File: config.mk
export PLATFORM = sky130hd
export DESIGN_NAME = sdram_frame_arbiter
export DESIGN_NICKNAME = d
export VERILOG_FILES = /design/src/rtl/sdram_frame_arbiter.sv
export SDC_FILE = /design/constraint.sdc
export NUM_CORES = 1
export LEC_CHECK = 0
export ABC_CLOCK_PERIOD_IN_PS = 3400
export CORE_ASPECT_RATIO = 1.4
export CORE_MARGIN = 2
export CORE_UTILIZATION = 55
export DETAILED_ROUTE_END_ITERATION = 10
export DONT_BUFFER_PORTS = 1
export GPL_TIMING_DRIVEN = 1
export PLACE_DENSITY = 0.8
export SLEW_MARGIN = 10
export SYNTH_ARGS = -nofsm -noshare
export SYNTH_HDL_FRONTEND = slang
export SYNTH_SLANG_ARGS = --single-unit
File: constraint.sdc
create_clock -name S_CLK -period 3.4 [get_ports S_CLK]
set_clock_uncertainty 0.15 [all_clocks]
set_input_delay 0.68 -clock S_CLK [delete_from_list [all_inputs] [get_ports S_CLK]]
set_output_delay 0.68 -clock S_CLK [all_outputs]
set_load 0.01 [all_outputs]
File: src/rtl/sdram_frame_arbiter.sv
// Burst scheduler in front of the SDRAM command core: grants one 256-word write or read
// burst at a time and triple-buffers frames across banks 0..2.
module sdram_frame_arbiter #(
  parameter int unsigned BURST_LEN   = 256,
  parameter int unsigned FRAME_WORDS = 76800,
  parameter int unsigned RD_LOW      = 128,
  parameter int unsigned ADDR_W      = 20
) (
  input  logic              S_CLK,
  input  logic              RST_N,
  input  logic [8:0]        wr_fifo_usedw,
  input  logic [8:0]        rd_fifo_usedw,
  input  logic              vga_rd_req,
  input  logic              write_ack,
  input  logic              read_ack,
  output logic              write_en,
  output logic              read_en,
  output logic [ADDR_W-1:0] addr,
  output logic [1:0]        bank,
  output logic              frame_valid
);

  localparam logic [ADDR_W-1:0] BURST_A = ADDR_W'(BURST_LEN);
  localparam logic [ADDR_W-1:0] LAST_A  = ADDR_W'(FRAME_WORDS - BURST_LEN);

  typedef enum logic [1:0] {
    ST_IDLE  = 2'd0,
    ST_WRITE = 2'd1,
    ST_READ  = 2'd2
  } state_e;

  state_e            state_q, state_d;
  logic [ADDR_W-1:0] wr_addr_q, wr_addr_d;
  logic [ADDR_W-1:0] rd_addr_q, rd_addr_d;
  logic [1:0]        wr_bank_q, wr_bank_d;
  logic [1:0]        rd_bank_q, rd_bank_d;
  logic [1:0]        done_bank_q, done_bank_d;
  logic              last_read_q, last_read_d;
  logic              write_en_q, write_en_d;
  logic              read_en_q, read_en_d;
  logic [ADDR_W-1:0] addr_q, addr_d;
  logic [1:0]        bank_q, bank_d;
  logic              frame_valid_q, frame_valid_d;

  logic              wr_pend;
  logic              rd_pend;
  logic [1:0]        rd_bank_sel;

  assign wr_pend = 32'(wr_fifo_usedw) >= BURST_LEN;
  assign rd_pend = vga_rd_req & frame_valid_q & (32'(rd_fifo_usedw) < RD_LOW);

  // A new read frame switches to the latest finished frame unless it is still being written.
  assign rd_bank_sel = ((rd_addr_q == '0) && frame_valid_q && (done_bank_q != wr_bank_q))
                       ? done_bank_q : rd_bank_q;

  always_ff @(posedge S_CLK or negedge RST_N) begin
    if (!RST_N) begin
      state_q       <= ST_IDLE;
      wr_addr_q     <= '0;
      rd_addr_q     <= '0;
      wr_bank_q     <= 2'd0;
      rd_bank_q     <= 2'd2;
      done_bank_q   <= 2'd0;
      last_read_q   <= 1'b1;
      write_en_q    <= 1'b0;
      read_en_q     <= 1'b0;
      addr_q        <= '0;
      bank_q        <= 2'd0;
      frame_valid_q <= 1'b0;
    end else begin
      state_q       <= state_d;
      wr_addr_q     <= wr_addr_d;
      rd_addr_q     <= rd_addr_d;
      wr_bank_q     <= wr_bank_d;
      rd_bank_q     <= rd_bank_d;
      done_bank_q   <= done_bank_d;
      last_read_q   <= last_read_d;
      write_en_q    <= write_en_d;
      read_en_q     <= read_en_d;
      addr_q        <= addr_d;
      bank_q        <= bank_d;
      frame_valid_q <= frame_valid_d;
    end
  end

  always_comb begin
    state_d       = state_q;
    wr_addr_d     = wr_addr_q;
    rd_addr_d     = rd_addr_q;
    wr_bank_d     = wr_bank_q;
    rd_bank_d     = rd_bank_q;
    done_bank_d   = done_bank_q;
    last_read_d   = last_read_q;
    write_en_d    = write_en_q;
    read_en_d     = read_en_q;
    addr_d        = addr_q;
    bank_d        = bank_q;
    frame_valid_d = frame_valid_q;

    case (state_q)
      ST_IDLE: begin
        // Round robin only matters when both sides are pending.
        if (wr_pend && (!rd_pend || last_read_q)) begin
          state_d     = ST_WRITE;
          write_en_d  = 1'b1;
          addr_d      = wr_addr_q;
          bank_d      = wr_bank_q;
          last_read_d = 1'b0;
        end else if (rd_pend) begin
          state_d     = ST_READ;
          read_en_d   = 1'b1;
          addr_d      = rd_addr_q;
          bank_d      = rd_bank_sel;
          rd_bank_d   = rd_bank_sel;
          last_read_d = 1'b1;
        end
      end
      ST_WRITE: begin
        if (write_ack) begin
          write_en_d = 1'b0;
          state_d    = ST_IDLE;
          if (wr_addr_q == LAST_A) begin
            wr_addr_d     = '0;
            done_bank_d   = wr_bank_q;
            frame_valid_d = 1'b1;
            wr_bank_d     = 2'd3 - wr_bank_q - rd_bank_q;
          end else begin
            wr_addr_d = wr_addr_q + BURST_A;
          end
        end
      end
      ST_READ: begin
        if (read_ack) begin
          read_en_d = 1'b0;
          state_d   = ST_IDLE;
          rd_addr_d = (rd_addr_q == LAST_A) ? '0 : rd_addr_q + BURST_A;
        end
      end
      default: begin
        state_d    = ST_IDLE;
        write_en_d = 1'b0;
        read_en_d  = 1'b0;
      end
    endcase
  end

  assign write_en    = write_en_q;
  assign read_en     = read_en_q;
  assign addr        = addr_q;
  assign bank        = bank_q;
  assign frame_valid = frame_valid_q;

endmodule

* After elaboration in Yosys (flattened, before gate mapping)
Index checks and enable logic that the tools add are counted.
** Word-level totals
- Word-level logic and storage cells :: 70
- Input port bits :: 23
- Output and inout bits :: 25
- Bits in registers :: 74
** Cells by class
- Equal/unequal tests :: 11
- Multiplexer cells :: 20
- Bitwise operators :: 5
- Add/subtract/negate cells :: 4
- Magnitude comparators :: 2
- Reductions and logical operators :: 16
** Operators by type and width (number)
- $mux W20 :: 4
- $add A20 B9 Y20 const B :: 2
- $eq A20 B17 Y1 const B :: 2
- $logic_not A20 Y1 :: 1
- $mux W2 :: 7
- $reduce_and A3 Y1 :: 4
- $ne A2 B2 Y1 const B :: 5
- $ge A9 B9 Y1 const B :: 1
- $lt A9 B8 Y1 const B :: 1
- $mux W1 :: 6
- $pmux W1 S3 :: 2
- $pmux W2 S3 :: 1
- $reduce_and A2 Y1 :: 3
- $reduce_and A4 Y1 :: 1
- $logic_and A1 B1 Y1 :: 3
- $ne A3 B3 Y1 const B :: 1
- $not A1 Y1 :: 3
- $and A1 B1 Y1 :: 2
- $eq A2 B1 Y1 const B :: 1
- $eq A2 B2 Y1 const B :: 1
- $logic_not A2 Y1 :: 1
- $ne A2 B2 Y1 :: 1
- $reduce_bool A2 Y1 :: 1
- $sub A2 B2 Y2 :: 1
- other kinds (3) :: 3

* Longest topological paths before layout
Gate-level depths: netlist of run 1.
- Depth after elaboration :: 7
- Gate-level depth with buffers :: 6
- Depth with buffers taken out :: 6

* Least setup slack after synthesis of run 1
OpenSTA, ideal clock, no wires.
- Path kind :: input to register
- Start :: in rd_fifo_usedw[7]
- End :: reg addr_q[16], in the netlist addr[16]
- Stages on the path :: 4
- Data arrival time :: 1.749 ns
- Setup time :: 0.134 ns
- Path buffers :: 1
- Slack :: 1.367 ns
- Cell sequence :: o41ai_4 > buf_6 > mux2i_1 > o21ai_0
** Between the ends
- Longest elaborated chain between the ends :: 7
- Elaborated cells on any way between the ends :: 8
- Classes of those cells :: order compare: 1; mux: 1; bitwise: 1; reduce/logical: 5
** RTL lines
- start: declaration :: line 12 : input logic [8:0] rd_fifo_usedw,
- $lt A9 B8 Y1 * :: line 50 : assign rd_pend = vga_rd_req & frame_valid_q & (32'(rd_fifo_usedw) < RD_LOW);
- $and A1 B1 Y1 * :: line 50
- $logic_not A1 Y1 :: line 103 : if (wr_pend && (!rd_pend || last_read_q)) begin
- $logic_or A1 B1 Y1 :: line 103
- $logic_and A1 B1 Y1 :: line 103
- $reduce_bool A2 Y1 (no line)
- $reduce_and A2 Y1 (no line)
- end signal: assignment :: line 80 : addr_q <= addr_d;
- end: declaration :: line 41 : logic [ADDR_W-1:0] addr_q, addr_d;
Mark *: on every way between the ends. The rest lies on a longest branch, timed or not.
A chain may end at the register's enable or synchronous reset.

* Worst setup path in the final report of run 1
- Start :: reg frame_valid_q, in the netlist frame_valid
- End :: reg addr_q[12], in the netlist addr[12]
** Between the ends
- Longest elaborated chain between the ends :: 7
- Elaborated cells on any way between the ends :: 8
- Classes of those cells :: mux: 1; bitwise: 2; reduce/logical: 5
** RTL lines
- start: declaration :: line 43 : logic frame_valid_q, frame_valid_d;
- start signal: assignment :: line 82 : frame_valid_q <= frame_valid_d;
- $and A1 B1 Y1 * (2 in series) :: line 50
- $logic_not A1 Y1 :: line 103
- $logic_or A1 B1 Y1 :: line 103
- $logic_and A1 B1 Y1 :: line 103
- $reduce_bool A2 Y1 (no line)
- $reduce_and A2 Y1 (no line)
Marked as above.

==> results.yml, run 1 <==
route:
  first_pass_iters: 4
  wirelength_um: 4960
  num_vias: 1784
  dr.first_iter.drc_count: 97
  drt-wirelength-per-cell_um: 15.6
  ant_nets: 0
  vias_per_cell: 5.59
  drcViolationCount: 0
critical_path:
  crit_path_start_kind: "flip-flop"
  path_cells: "nand2_1 > o41ai_4 > buf_4 > mux2i_1 > o21ai_0"
  path_buf_inv: 1
  crit_type: "flip-flop to flip-flop"
  end_kind: "flip-flop"
  crit_family: "compound AO/OA/AOI/OAI gates"
  critPathMaxFanout: 10
  critical_path.slowest_cell: "o41ai_4"
  crit_path_max_incr_delay_ps: 620
  arrival_ps: 2220
  worstPathRequired_ps: 3440
cells_and_area:
  nFillCells: 382
  area_delta_synth_final_pct: 6.17
  regArea_sq_um: 1250
  drive_above_1_share_pct: 8.95
  instances_no_fill: 319
  layout.nets: 283
  antennaDiodeCount: 0
  multi_input_area_sq_um: 1210
timing:
  slew_violations: 0
  worstMarginPinSlew_ps: 745
  rsz0062_at_grt: "no"
  min_period_ps: 2180
  tns_ps: 0
  finalHoldViolations: 0
  finalCritPeriodShare_pct: 64.0
  max_freq_mhz: 459
  setup_viol: 0
  max_slew_margin_pct: 50.2
global_route:
  grt_pass1_wl_um: 8330
  grt_pass1_vias: 1747
  track_usage_pct: 21.3
  grt_antenna_before_repair: 0
  grt_overflow: 0
  grt_max_degree: 49
clock_network:
  root_buffer: "clkbuf_8"
  numCtsBuffers: 5
  clock_path_buffers: 2
  cts_tree: "yes"
  clock_latency_ps: 310
  numClockSinks: 50
  clk_pin_slew_ps: 90
  cts.htree.levels: 2
yosys:
  ys_top_cells_by_count: "dfrtp_1 (48), nand2_1 (33), o21ai_0 (27)"
  yosysMostFrequentCell: "dfrtp_1"
  yosys.area.top_type: "dfrtp_1"
  seq_area_frac_synth_pct: 48.7
  ys_ff_latch: 50
  syn_inst: 255
  synthTopCellsByArea: "dfrtp_1 (47%), o21ai_0 (5.2%), mux2i_1 (5.1%)"
  synth_area_per_cell_sq_um: 10.1
  synth_ff_type: "dfrtp_1"
  yosysWarnings: 0
  synth_cell_types: 45
  yosysTopAreaCellShare_pct: 46.6
  async_reset_ff_share_pct: 100
  synth_area_sq_um: 2580
  synth_edf_count: 0
floorplanning:
  die_area_sq_um: 5260
  start_util_pct: 56.8
  ios: 48
  core_region_area_sq_um: 4540
  die_x_um: 61.8
  rows: 29
  chipHeight_um: 85.0
min_path:
  min_path_type: "input pin to asynchronous set/reset pin"
placed_design:
  dpl.hpwl_um: 3520
  dp_cells: 310
  gp_congestion: 0.902
  portBuffers: 0
power:
  power_mw: 1.26
  ir_drop_v: 0.000290
  power_leakage_nw: 1.24
  power.density_nw_per_um2: 461
flow_run:
  drv_cap: 0
outcome:
  status: "finished clean"
kinds of logic after synthesis:
logic type | synth area share [%]
muxes | 6.36
buffers and inverters | 5.39
and+or+nand+nor | 20.5
xor gates and xnor gates | 6.46
AOI/OAI and AO/OA | 10.5
adders and majority gates | 1.94
other | 0.146
DFF | 48.7
sequential cells by signal, summed over array words and instances (netlist names):
signal / cells
last_read_q: 1
done_bank_q: 2
frame_valid: 1
wr_bank_q: 2
rd_addr_q: 12
wr_addr_q: 12
write_en: 1
read_en: 1
rd_bank_q: 2
state_q: 2
addr: 12
bank: 2
metal layers:
| metal | up-vias | GRT usage, % | routed length [um] |
|---|---|---|---|
| met5 | - | 0 | 0 |
| met4 | 0 | 8.51 | 110 |
| met3 | 10 | 5.95 | 247 |
| met2 | 42 | 34.2 | 2410 |
| met1 | 849 | 26.6 | 2190 |
| li1 | 883 | - | - |
area by class of cell:
| cell class | count | share of cell area [%] |
|---|---|---|
| well taps | 62 | 2.84 |
| repair buffers | 3 | 1.56 |
| clock inverters | 3 | 1.65 |
| flip-flops and latches | 50 | 45.8 |
| inverters | 9 | 1.24 |
| multi-input cells | 187 | 44.4 |
| clock buffers | 5 | 2.52 |
power breakdown:
group / internal [mW] / switching (mW) / total, mW
clock: 0.219 / 0.201 / 0.420
sequential: 0.644 / 0.0711 / 0.715
combinational: 0.0556 / 0.0714 / 0.127
per-stage QoR:
stage / util [%] / setup slack (ps) / hold WS, ps / cell area (sq um)
6_report: 60.3 / 1220 / 46.7 / 2740
5_1_grt: 60.3 / 1050 / 28.2 / 2740
4_1_cts: 60.3 / 1190 / 41.7 / 2740
3_5_place_dp: 57.2 / 1050 / 235 / 2590
3_3_place_gp: 57.2 / 1060 / 235 / 2590
2_1_floorplan: - / 1370 / 234 / 2600
worst reg2reg max path: stages, from the launching register on:
cell,delay [ps]
dfrtp_1,500
nand2_1,140
o41ai_4,620
buf_4,320
mux2i_1,250
o21ai_0,100
path summary, 6_finish.rpt:
kind	endpoint	depth (start not counted)	slack (ps)	from
max in group asynchronous	rd_addr_q[16]	1	2820	RST_N
hold reg to reg	wr_addr_q[19]	1	370	wr_addr_q[19]
hold / removal	bank[1]	1	50	RST_N
min in group S_CLK	wr_addr_q[19]	1	370	wr_addr_q[19]
setup / recovery	addr[12]	5	1220	frame_valid
setup reg to reg	addr[12]	5	1220	frame_valid
cells in the final DEF (no fill, tap or decap), drive strengths merged, types with 5 or more instances in the layout:
| cell type | Yosys | final |
|---|---|---|
| dfrtp | 48 | 48 |
| xnor2 | 7 | 7 |
| conb | 1 | 8 |
| xor2 | 12 | 12 |
| mux2i | 13 | 13 |
| nand3 | 10 | 10 |
| inv | 9 | 9 |
| and4 | 5 | 5 |
| o21ai | 27 | 27 |
| nand2 | 33 | 33 |
| nor2 | 13 | 13 |
| clkbuf | 3 | 5 |
| nand4 | 5 | 5 |
| nor3 | 8 | 8 |
repair_timing:
item | in CTS | in global routing
buffers inserted | 0 | 0
gates resized for setup | 0 | 0
hold buffers | 1 | 0
hold endpoints to repair | 48 | 0
(Power assumes the default switching activity.)
==> run 2: changes to the inputs <==
--- a/config.mk
+++ b/config.mk
@@ -5,7 +5,8 @@
 export SDC_FILE = /design/constraint.sdc
 export NUM_CORES = 1
 export LEC_CHECK = 0
-export ABC_CLOCK_PERIOD_IN_PS = 3400
+export ABC_AREA = 1
+export ABC_CLOCK_PERIOD_IN_PS = 2100
 export CORE_ASPECT_RATIO = 1.4
 export CORE_MARGIN = 2
 export CORE_UTILIZATION = 55
==> constraint.sdc (replaced) <==
create_clock -name S_CLK -period 2.1 [get_ports S_CLK]
set_clock_uncertainty 0.15 [all_clocks]
set_input_delay 0.42 -clock S_CLK [delete_from_list [all_inputs] [get_ports S_CLK]]
set_output_delay 0.42 -clock S_CLK [all_outputs]
set_load 0.01 [all_outputs]
==> run 2 against run 1 <==
Synthesized cell count grew 41%. Via count increased by 31%. Maximum frequency grew 25%. Clock power increased by 56%. Cell area increased by 9.1%. Highest routed layer unchanged.
==> results.yml, run 2 <==
outcome:
  status: "finished clean"
critical_path:
  reg2regPathDepth: 11
  critPathMaxFanout: 5
  worstReg2RegEnd: "bank[0]"
  crit_path_start_kind: "flip-flop"
  crit_family: "simple AND/OR/NAND/NOR gates"
  cpMostUsedCell: "nand2_1"
  arrival_ps: 1790
  ff2ff_setup_slack_ps: 360
  r2r-start: "rd_addr_q[8]"
  end_kind: "flip-flop"
  critical_path.slowest_cell: "dfrtp_1"
  path_cells: "inv_1 > ha_1 > nand2_1 > inv_1 > nand2_1 > nor2_1 > nand3_1 > nand2_1 > nand3_1 > nand2_1 > nand2_1"
  crit_type: "flip-flop to flip-flop"
  path_buf_inv: 2
  crit_path_max_incr_delay_ps: 430
  worstPathRequired_ps: 2150
timing:
  max_freq_mhz: 574
  finalCritPeriodShare_pct: 82.9
  setup_viol: 0
  finalHoldViolations: 0
  rsz0062_at_grt: "no"
  tns_ps: 0
  min_period_ps: 1740
  whs_ps: 31.3
  slew_violations: 0
cells_and_area:
  area_delta_synth_final_pct: 6.76
  drive_above_1_share_pct: 8.49
  layout_common_cells: "nand2_1 (96), dfrtp_1 (48), inv_1 (41)"
  layout_commonest_cell: "nand2_1"
  antennaDiodeCount: 0
  layout.nets: 391
  fin_util_pct: 61.2
floorplanning:
  rows: 30
  die_x_um: 64.3
  core_region_area_sq_um: 4880
  die_area_sq_um: 5680
  chipHeight_um: 88.4
  start_util_pct: 57.3
  ios: 48
yosys:
  synth_cell_types: 31
  yosys.area.top_type: "dfrtp_1"
  synth_area_sq_um: 2800
  seq_area_frac_synth_pct: 44.9
  synth_area_per_cell_sq_um: 7.76
  synth_ff_type: "dfrtp_1"
  synth_edf_count: 0
  ys_top_cells_by_count: "nand2_1 (96), dfrtp_1 (48), inv_1 (41)"
  ys_ff_latch: 50
  yosysWarnings: 0
  syn_inst: 360
  synthTopCellsByArea: "dfrtp_1 (43%), nand2_1 (13%), inv_1 (5.5%)"
  async_reset_ff_share_pct: 100
  yosysMostFrequentCell: "nand2_1"
  yosysTopAreaCellShare_pct: 43.0
power:
  power_mw: 3.21
  power_leakage_nw: 1.51
  ir_drop_v: 0.000575
  power.density_nw_per_um2: 1080
global_route:
  grt_pass1_vias: 2245
  grt_overflow: 0
  grt_pass1_wl_um: 10000
  track_usage_pct: 22.8
  grt_max_degree: 51
  grt_antenna_before_repair: 0
min_path:
  worstHoldStart: "write_ack"
  min_path_type: "input pin to flip-flop"
  holdPathEnd: "state_q[0]"
  hold_path_depth: 1
placed_design:
  gp_congestion: 0.950
  portBuffers: 0
  dpl.hpwl_um: 4260
clock_network:
  hold_buffers: 2
  cts_resized: 0
  post_cts_buffers: 0
  clk_pin_slew_ps: 90
  root_buffer: "clkbuf_8"
  clock_path_buffers: 2
  cts_tree: "yes"
  cts.htree.levels: 2
  numCtsBuffers: 5
  numClockSinks: 50
  clock_latency_ps: 310
route:
  drcViolationCount: 0
  drt-wirelength-per-cell_um: 13.6
  dr.first_iter.drc_count: 162
  wirelength_um: 5820
  vias_per_cell: 5.45
  first_pass_iters: 4
  ant_nets: 0
  num_vias: 2339
flow_run:
  drv_cap: 0
run 2: worst max path at each step:
stage             startpoint       endpoint  slack [ps]  cells after the start
3_3_place_gp   rd_addr_q[18]  rd_addr_q[10]         430                      6
5_1_grt         rd_addr_q[8]  rd_addr_q[11]         140                      6
3_5_place_dp    rd_addr_q[8]        bank[0]         380                     11
2_1_floorplan    frame_valid     state_q[1]         600                      7
4_1_cts         rd_addr_q[8]        bank[0]         370                     11
6_report        rd_addr_q[8]        bank[0]         360                     11
run 2: kinds of logic after synthesis:
group                    synth area share, %
AND/OR/NAND/NOR                         31.8
AO/OA/AOI/OAI                           8.28
adder cells (fa/ha/maj)                 1.79
flip-flops                              44.9
other                                  0.134
buffers and inverters                   9.36
XOR/XNOR                                3.76
run 2: through the flow:
step,instance area [sq um],setup slack [ps],instances
after floorplan,2820,599,367
final,2980,359,429
after global placement,2840,431,419
after detailed placement,2840,384,419
after CTS,2980,369,429
after global routing,2980,135,429
run 2: where the power goes:
group	switching (mW)	leakage (nW)	internal, mW
logic	0.599	0.842	0.308
registers	0.370	0.615	1.28
clock network	0.321	0.0575	0.333
run 2: cell type report:
class,count,area [sq um]
Clock buffer,8,110
Fill cell,452,1900
Inverter,45,169
Multi-Input combinational cell,258,1310
Sequential cell,50,1250
Tap cell,64,80.1
Timing Repair Buffer,4,65.1
run 2: worst register-to-register path: stages, from the launching register on:
cell     delay, ps
dfrtp_1        430
inv_1          130
ha_1           170
nand2_1         50
inv_1           40
nand2_1         40
nor2_1         180
nand3_1        130
nand2_1        100
nand3_1         80
nand2_1         70
nand2_1         40
run 2: routing by layer:
metal	vias up	wire (um)	global-route usage [%]
li1	1160	-	-
met1	1107	2470	27.4
met2	64	3010	39.8
met3	8	245	4.20
met4	0	97	11.0
met5	-	0	0
==> run 3: changes to the inputs <==
--- a/config.mk
+++ b/config.mk
@@ -6,14 +6,14 @@
 export NUM_CORES = 1
 export LEC_CHECK = 0
 export ABC_AREA = 1
-export ABC_CLOCK_PERIOD_IN_PS = 2100
+export ABC_CLOCK_PERIOD_IN_PS = 1600
 export CORE_ASPECT_RATIO = 1.4
 export CORE_MARGIN = 2
 export CORE_UTILIZATION = 55
 export DETAILED_ROUTE_END_ITERATION = 10
 export DONT_BUFFER_PORTS = 1
 export GPL_TIMING_DRIVEN = 1
-export PLACE_DENSITY = 0.8
+export PLACE_DENSITY = 0.83
 export SLEW_MARGIN = 10
 export SYNTH_ARGS = -nofsm -noshare
 export SYNTH_HDL_FRONTEND = slang
==> constraint.sdc (replaced) <==
create_clock -name S_CLK -period 1.6 [get_ports S_CLK]
set_clock_uncertainty 0.15 [all_clocks]
set_input_delay 0.32 -clock S_CLK [delete_from_list [all_inputs] [get_ports S_CLK]]
set_output_delay 0.32 -clock S_CLK [all_outputs]
set_load 0.01 [all_outputs]
==> run 3 against run 2 <==
The run now ends with negative hold slack, negative setup slack left. Clock power grew 36%. Routed wire length grew 33%. Clock-buffer cell count shrank 1. Sequential power grew 34%. Maximum frequency grew 2.2%. Non-clock buffer count grew 31. Largest power group unchanged. Cell count grew 7.5%. Sequential share of layout area shrank 5.1 points. Power grew 53%. Hold slack lost 490 ps. Core utilization grew 8.6 points. Combinational power grew 100%.
==> results.yml, run 3 (synthesis results as in run 2) <==
critical_path:
  ff2ff_setup_slack_ps: -100
  end_kind: "flip-flop"
  crit_path_start_kind: "flip-flop"
  worstPathRequired_ps: 1680
  crit_type: "flip-flop to flip-flop"
  critPathMaxFanout: 3
  arrival_ps: 1790
floorplanning:
  chipHeight_um: 88.4
  rows: 30
  core_region_area_sq_um: 4880
  die_area_sq_um: 5680
  start_util_pct: 57.3
  ios: 48
  die_x_um: 64.3
power:
  power_leakage_nw: 1.68
  seqPwrFrac_pct: 44.9
  clkPwrFrac_pct: 18.1
  switching_share_pct: 41.2
  power.density_nw_per_um2: 1440
  power_switching_mw: 2.03
  ir_drop_v: 0.000932
  internal-power_mw: 2.89
  comb_power_share_pct: 37.0
global_route:
  grt_antenna_before_repair: 0
  grt_overflow: 0
  grt_max_degree: 51
  grt_pass1_vias: 2430
  grt_pass1_wl_um: 10900
  track_usage_pct: 24.5
route:
  dr.first_iter.drc_count: 281
  vias_per_cell: 5.76
  drt-wirelength-per-cell_um: 16.7
  drcViolationCount: 0
  wirelength_um: 7710
  first_pass_iters: 7
  num_vias: 2656
  ant_nets: 0
min_path:
  min_path_type: "input pin to asynchronous set/reset pin"
timing:
  finalCritPeriodShare_pct: 106
  rsz0062_at_grt: "yes"
  finalHoldViolations: 50
  min_period_ps: 1700
  max_freq_mhz: 587
  setup_viol: 2
  slew_violations: 0
  setup_ws_ps: -104
  whs_ps: -460
outcome:
  status: "finished, violations left"
  violations: "negative hold slack, negative setup slack"
clock_network:
  root_buffer: "clkbuf_8"
  clk_pin_slew_ps: 90
  numClockSinks: 50
  cts_tree: "yes"
  hold_buffers: 1
  clock_latency_ps: 310
  numCtsBuffers: 5
  clock_path_buffers: 2
  cts.htree.levels: 2
placed_design:
  gp_congestion: 0.894
  post_dp_cell_area_sq_um: 2980
  portBuffers: 0
  dpl.hpwl_um: 4560
  dp_cells: 438
cells_and_area:
  instances_no_fill: 461
  multi_input_area_sq_um: 1510
  nFillCells: 347
  fin_area_sq_um: 3410
  regArea_sq_um: 1260
  layout.nets: 423
  layout_common_cells: "nand2_1 (90), dfrtp_1 (45), inv_1 (34)"
  area_delta_synth_final_pct: 21.8
  drive_above_1_share_pct: 25.2
  layout_commonest_cell: "nand2_1"
  antennaDiodeCount: 0
flow_run:
  drv_cap: 0
[run 3: changes by cell type in the layout (fill, tap and decap cells not counted), sizes merged]
cell    delta
buf       +31
bufinv     +1
nand2      +1
clkbuf     -1
[run 3: layer usage]
layer	vias up	global-route usage, %	part of all wire [%]
met2	132	44.7	52
met1	1270	28.3	38
met4	0	9.48	4.1
li1	1219	-	-
met3	35	4.83	6.5
met5	-	0	0
[run 3: repair_timing]
action,4_1_cts,5_1_grt
hold endpoints to repair,51,50
pin swaps,3,16
cloned,0,1
setup endpoints to repair,4,39
buffers inserted,4,9
gates resized for setup,2,58
[run 3: worst max-delay path, cell delays in order (launching register included)]
cell and delay (ps):
dfrtp_1 410, buf_6 130, ha_4 150, nand2_4 70
buf_4 140, nor2_1 160, nand3_1 110, nand2_1 90
nand4_1 110, o21ai_1 110
[run 3: final timing paths]
kind,from,to,cells past startpoint
worst max register to register,rd_addr_q[8],rd_addr_q[16],9
worst min-delay path,RST_N,read_en,0
max in group asynchronous,RST_N,rd_bank_q[1],0
worst max-delay path,rd_addr_q[8],rd_addr_q[16],9
worst min register to register,rd_bank_q[1],rd_bank_q[1],2
min in group S_CLK,write_ack,wr_bank_q[1],2
[run 3: through the flow]
step | hold WS [ps] | TNS [ps] | power, mW | utilization, % | setup WS, ps
2_1_floorplan | -126 | 0 | 3.01 | - | 99.0
4_1_cts | -456 | -9.85 | 4.44 | 64.1 | -8.09
5_1_grt | -478 | -923 | 5.18 | 69.8 | -180
6_report | -460 | -111 | 4.92 | 69.8 | -104
3_5_place_dp | -124 | -75.9 | 3.50 | 61.1 | -52.2
3_3_place_gp | -124 | 0 | 3.44 | 61.1 | 26.3
[run 3: power groups by stage]
| stage | Sequential, mW | Clock [mW] | Combinational, mW |
|---|---|---|---|
| after floorplan | 2.07 | 0 | 0.938 |
| after global placement | 2.16 | 0 | 1.28 |
| after detailed placement | 2.17 | 0 | 1.33 |
| after CTS | 2.14 | 0.894 | 1.40 |
| after global routing | 2.25 | 0.958 | 1.98 |
| final | 2.21 | 0.892 | 1.82 |
[run 3: area by class of cell]
cell class                 count  area share, %
inverter                      45           4.96
sequential                    50           36.9
tap                           64           2.35
clock inverter                 1          0.882
timing repair buffer          35           8.38
multi-input combinational    259           44.3
clock buffer                   7           2.24
